==> config.mk <==
export PLATFORM = sky130hd
export DESIGN_NAME = vend_credit_ctrl
export DESIGN_NICKNAME = d
export VERILOG_FILES = /design/src/rtl/vend_credit_ctrl.sv
export SDC_FILE = /design/constraint.sdc
export NUM_CORES = 1
export LEC_CHECK = 0
export ABC_CLOCK_PERIOD_IN_PS = 3120
export CAP_MARGIN = 10
export CORE_MARGIN = 8
export CORE_UTILIZATION = 50
export CTS_CLUSTER_DIAMETER = 150
export CTS_CLUSTER_SIZE = 30
export DETAILED_ROUTE_END_ITERATION = 12
export GPL_ROUTABILITY_DRIVEN = 0
export PLACE_DENSITY = 0.75
export SLEW_MARGIN = 5
export SYNTH_ARGS = -nofsm -noshare
export SYNTH_HDL_FRONTEND = slang
export SYNTH_SLANG_ARGS = --single-unit
==> constraint.sdc <==
create_clock -name CLOCK_50 -period 3.12 [get_ports CLOCK_50]
set_input_delay 0.936 -clock CLOCK_50 [delete_from_list [all_inputs] [get_ports CLOCK_50]]
set_output_delay 0.936 -clock CLOCK_50 [all_outputs]
set_load 0.005 [all_outputs]
==> src/rtl/vend_credit_ctrl.sv <==
// vend_credit_ctrl
//   Credit/vend controller. Debounced active-low buttons are synchronised and
//   edge-detected, coin presses accumulate credit up to MAX_CREDIT, a buy
//   against the switch price runs a fixed-length dispense and then pays out
//   change, and a refund returns the whole credit.
//
// Ports
//   CLOCK_50      in   system clock, rising edge
//   RESET_N       in   async active-low reset
//   coin_n        in   NUM_COINS active-low coin buttons (async)
//   buy_n         in   active-low buy button (async)
//   refund_n      in   active-low refund button (async)
//   price         in   item price, sampled when a buy is taken
//   credit        out  accumulated credit
//   dispense      out  high DISPENSE_CYCLES cycles per vend
//   change        out  change/refund amount, updated with change_valid
//   change_valid  out  one-cycle pulse
//   coin_reject   out  one-cycle pulse, coin event(s) discarded
//   insufficient  out  one-cycle pulse, buy refused
//   busy          out  high whenever not IDLE
//
// state     | meaning
// ----------+----------------------------------------------------------
// IDLE      | accepting coins, buy and refund
// DISPENSE  | dispense high, counter runs down to zero
// CHANGE    | one cycle, latched change presented with change_valid
module vend_credit_ctrl #(
  parameter int                            CREDIT_W        = 8,
  parameter int                            NUM_COINS       = 3,
  parameter logic [NUM_COINS*CREDIT_W-1:0] COIN_VALUES     = {8'd10, 8'd5, 8'd1},
  parameter int                            MAX_CREDIT      = 255,
  parameter int                            DISPENSE_CYCLES = 4
) (
  input  logic                 CLOCK_50,
  input  logic                 RESET_N,
  input  logic [NUM_COINS-1:0] coin_n,
  input  logic                 buy_n,
  input  logic                 refund_n,
  input  logic [CREDIT_W-1:0]  price,
  output logic [CREDIT_W-1:0]  credit,
  output logic                 dispense,
  output logic [CREDIT_W-1:0]  change,
  output logic                 change_valid,
  output logic                 coin_reject,
  output logic                 insufficient,
  output logic                 busy
);

  localparam int NB    = NUM_COINS + 2;
  localparam int SUM_W = CREDIT_W + 4;
  localparam int CNT_W = $clog2(DISPENSE_CYCLES + 1);

  typedef enum logic [1:0] {ST_IDLE, ST_DISPENSE, ST_CHANGE} state_t;

  logic [NB-1:0]       btn_raw;
  logic [NB-1:0]       sync1_q, sync2_q, hist_q;
  logic [NB-1:0]       ev;
  logic [NUM_COINS-1:0] coin_ev;
  logic                buy_ev, refund_ev;
  logic [SUM_W-1:0]    coin_sum;

  state_t              state_q, state_d;
  logic [CREDIT_W-1:0] credit_q, credit_d;
  logic [CREDIT_W-1:0] change_q, change_d;
  logic [CREDIT_W-1:0] pend_q, pend_d;
  logic [CNT_W-1:0]    cnt_q, cnt_d;
  logic                cv_q, cv_d;
  logic                rej_q, rej_d;
  logic                ins_q, ins_d;
  logic                disp_q, disp_d;

  assign btn_raw   = {refund_n, buy_n, coin_n};
  // press edge: synchronised level low while the previous sample was high
  assign ev        = hist_q & ~sync2_q;
  assign coin_ev   = ev[NUM_COINS-1:0];
  assign buy_ev    = ev[NUM_COINS];
  assign refund_ev = ev[NUM_COINS+1];

  // widened so a full batch of coins on top of any credit cannot wrap
  always_comb begin
    coin_sum = SUM_W'(credit_q);
    for (int i = 0; i < NUM_COINS; i++) begin
      if (coin_ev[i]) coin_sum = coin_sum + SUM_W'(COIN_VALUES[i*CREDIT_W +: CREDIT_W]);
    end
  end

  always_comb begin
    state_d  = state_q;
    credit_d = credit_q;
    change_d = change_q;
    pend_d   = pend_q;
    cnt_d    = cnt_q;
    cv_d     = 1'b0;
    rej_d    = 1'b0;
    ins_d    = 1'b0;
    disp_d   = 1'b0;
    case (state_q)
      ST_IDLE: begin
        if (refund_ev) begin
          change_d = credit_q;
          credit_d = '0;
          cv_d     = 1'b1;
          rej_d    = |coin_ev;
        end else if (buy_ev) begin
          // any buy press owns the cycle; coins arriving with it are dropped
          rej_d = |coin_ev;
          if ((price != '0) && (credit_q >= price)) begin
            pend_d   = credit_q - price;
            credit_d = '0;
            cnt_d    = CNT_W'(DISPENSE_CYCLES - 1);
            disp_d   = 1'b1;
            state_d  = ST_DISPENSE;
          end else begin
            ins_d = 1'b1;
          end
        end else if (|coin_ev) begin
          if (coin_sum <= SUM_W'(MAX_CREDIT)) credit_d = coin_sum[CREDIT_W-1:0];
          else                                rej_d    = 1'b1;
        end
      end
      ST_DISPENSE: begin
        rej_d = |coin_ev;
        if (cnt_q == '0) begin
          change_d = pend_q;
          cv_d     = 1'b1;
          state_d  = ST_CHANGE;
        end else begin
          cnt_d  = cnt_q - 1'b1;
          disp_d = 1'b1;
        end
      end
      ST_CHANGE: begin
        rej_d   = |coin_ev;
        state_d = ST_IDLE;
      end
      default: state_d = ST_IDLE;
    endcase
  end

  always_ff @(posedge CLOCK_50 or negedge RESET_N) begin
    if (!RESET_N) begin
      sync1_q  <= '1;
      sync2_q  <= '1;
      hist_q   <= '1;
      state_q  <= ST_IDLE;
      credit_q <= '0;
      change_q <= '0;
      pend_q   <= '0;
      cnt_q    <= '0;
      cv_q     <= 1'b0;
      rej_q    <= 1'b0;
      ins_q    <= 1'b0;
      disp_q   <= 1'b0;
    end else begin
      sync1_q  <= btn_raw;
      sync2_q  <= sync1_q;
      hist_q   <= sync2_q;
      state_q  <= state_d;
      credit_q <= credit_d;
      change_q <= change_d;
      pend_q   <= pend_d;
      cnt_q    <= cnt_d;
      cv_q     <= cv_d;
      rej_q    <= rej_d;
      ins_q    <= ins_d;
      disp_q   <= disp_d;
    end
  end

  assign credit       = credit_q;
  assign change       = change_q;
  assign change_valid = cv_q;
  assign coin_reject  = rej_q;
  assign insufficient = ins_q;
  assign dispense     = disp_q;
  assign busy         = (state_q != ST_IDLE);

endmodule

==> summary.txt <==
Drt
  – DR WL/cell: 17.2 um
  – TritonRoute pass-1 iters: 5
  – Post-route DRC: 0
  – Via count: 2910
  – Routed wire length: 8.67 mm
  – ANT nets after route: 0
  – Drt via density: 5.76
  – DRT iter0 DRCs: 183

Worst setup path
  – CP max stage delay: 0.56 ns
  – CP Capture Type: flip-flop
  – Worst-path cell chain: clkdlybuf4s50_1, or4_1, nor2_1, o21bai_1, buf_4, o21ai_2, nand2b_4, o32ai_2, nor2_2, nor3_2, a221o_1
  – Reg2reg path depth: 13
  – Data required time at the worst endpoint: 3.31 ns
  – Worst-path fanout max: 4
  – Critical Path Stages: 11
  – CP Buf/Inv Count: 2
  – WS Path Type: input pin to flip-flop
  – Worst EP arrival: 3.29 ns
  – CP top delay family: simple AND/OR/NAND/NOR gates
  – Critical-path top delay cell: or4_1
  – Setup crit start kind: input pin

Floorplan
  – Starting Density: 51.0%
  – I/O Pins: 36
  – Core area: 6280 um2
  – Die Span X: 96.0 um
  – Die area: 9210 um2
  – Chip height: 96.0 um
  – Site row count: 29

STA
  – Fmax: 0.322 GHz
  – Final Max Slew Viols: 0
  – Fin Hold WS: 0.358 ns
  – Final worst path period need: 3.10 ns
  – Final Hold Fails: 0
  – Worst-Margin Slew: 1.15 ns
  – Rel. slew slack: 23.6%
  – Tcrit/Tclk final: 99.4%
  – Final setup fails: 0
  – Clk_skew: 0.0114 ns
  – Unrepaired setup endpoints after global routing: true

Global route
  – Gr usage total: 19.0%
  – Largest net degree at the start of global routing: 35
  – Initial antenna violation count: 0
  – Grt total ovfl: 0
  – First-pass GRT wire length: 13.7 mm
  – Vias in the first global route: 2786

Synth
  – Post-synth top area share: 25.8%
  – Post-synthesis mux area share: 4.46%
  – Post-synthesis sequential area ratio: 38.1%
  – Synth Area in Adders: 7.20%
  – Top cell type by total area after synthesis: dfrtp_1
  – Post-synth EDFFs: 0
  – Synth area leaders: dfrtp_1 (26%), dfstp_2 (12%), ha_1 (6.3%)
  – Synth cell types: 66
  – Synth warn: 0
  – Simple logic cell fraction of the synthesized area: 20.8%
  – Mapped Area: 3200 um2
  – Compound-cell area share of the yosys netlist: 19.0%
  – Ys flop type: dfrtp_1
  – Largest family of logic cells by synthesized area: simple AND/OR/NAND/NOR gates
  – Synth Register Bits: 48
  – Post-synthesis cell count: 351
  – Mean area per synthesized cell: 9.11 um2
  – Syn_nets: 383
  – Post-Synth XOR/XNOR Area: 5.48%
  – Post-synth ARST share: 100%

Run
  – Max-Cap Viols: 0

Placed design
  – Buffers added on ports: 35
  – Post-DP Area: 3920 um2
  – Dpl hpwl: 6.37 mm

Cells and area
  – Inserted Diodes: 0
  – Final Util: 67.4%
  – Finished Cell Area: 4230 um2
  – Commonest cells after routing, fill and taps aside: buf_4 (51), dfrtp_1 (32), nor2_1 (31)
  – Final net count: 459
  – Commonest non-fill, non-tap cell in the layout: buf_4
  – Synthesis-to-finish area growth: 32.1%
  – Layout cells sized above 1: 28.3%

Pwr
  – Leakage power: 1.80 nW
  – Power density cells: 667 nW/um2
  – Maximum VDD drop: 0.469 mV

Worst hold path
  – Cell count of the worst hold path: 0
  – Hold crit path type: flip-flop to flip-flop

Clocking
  – Cts bufs inserted: 5
  – CTS tree: built
  – Clock sinks: 48
  – Root buffer selected by CTS: clkbuf_8
  – H-tree depth: 2
  – Clk_lat worst skew: 0.30 ns
  – Clock slew at reported path FFs: 0.09 ns
  – Clock Path Buffers: 2
  – Post-CTS Hold Fix Bufs: 0

Outcome
  – Status: complete, no violations
final timing paths:
path / from / end / slack, ns
max in group asynchronous: RESET_N / hist_q[0]$_DFF_PN1_ / 1.64
worst min-delay path: sync1_q[3]$_DFF_PN1_ / sync2_q[3]$_DFF_PN1_ / 0.36
worst min register to register: sync1_q[3]$_DFF_PN1_ / sync2_q[3]$_DFF_PN1_ / 0.36
min in group asynchronous: RESET_N / change_valid$_DFF_PN0_ / 0.69
worst max-delay path: price[7] / credit[5]$_DFFE_PN0P_ / 0.02
worst max register to register: credit[0]$_DFFE_PN0P_ / credit[5]$_DFFE_PN0P_ / 0.06
layout make-up:
class	count	area [um2]
Clock buffer	8	101
Fill cell	494	2050
Inverter	20	75.1
Multi-Input combinational cell	265	2000
Sequential cell	48	1220
Tap cell	77	96.3
Timing Repair Buffer	87	734
stage by stage:
| stage | worst slack, ns | std cells | TNS, ns | power [mW] |
|---|---|---|---|---|
| 4_1_cts | 0.00868 | 501 | 0 | 2.76 |
| 6_report | 0.0186 | 505 | 0 | 2.82 |
| 5_1_grt | -0.0959 | 505 | -0.440 | 3.00 |
| 3_5_place_dp | -0.659 | 489 | -10.13 | 2.26 |
| 3_3_place_gp | -0.516 | 489 | -8.59 | 2.22 |
| 2_1_floorplan | -0.00860 | 351 | -0.00860 | 1.67 |
cell usage after synthesis, drive strengths merged, types with 7 or more instances:
cell type / number
a21oi: 20
buf: 7
clkbuf: 11
dfrtp: 33
dfstp: 15
ha: 16
inv: 20
mux2i: 12
nand2: 27
nand3: 8
nor2: 33
nor2b: 12
nor3: 7
o21ai: 20
or3: 7
xnor2: 15
state kept, by name, indices dropped and copies added, names as in the netlist:
register,count
pend_q,8
sync2_q,5
cnt_q,3
hist_q,5
insufficient,1
change_valid,1
dispense,1
sync1_q,5
change,8
state_q,2
coin_reject,1
credit,8
metal layers:
layer	wire length, um	share of wire, %	GRT usage, %	vias up
met3	614	7.1	3.51	13
met1	3690	43	24.7	1413
met4	138	1.6	4.61	0
met2	4230	49	31.7	92
li1	-	-	-	1392
met5	0	0	0	-
power breakdown:
part	internal, mW	total [mW]	switching, mW
clock network	0.208	0.415	0.207
registers	0.786	0.921	0.135
logic	0.763	1.49	0.723
total	1.76	2.82	1.07
cell families (layout without fill, tap and decap cells):
logic type,Yosys count,count (layout)
xor+xnor,20,20
mux,14,14
flops,48,48
fa+ha+maj,18,18
compound gates,86,86
simple gates,127,127
buf+inv,38,115
repair_timing:
action / CTS / global route
setup buffers: 4 / 4
endpoints found under the setup margin: 21 / 14
endpoints found under the hold margin: 0 / 0
gates resized for setup: 22 / 22
pin swaps: 7 / 17
No activity file was read; power rests on OpenSTA's default activity.
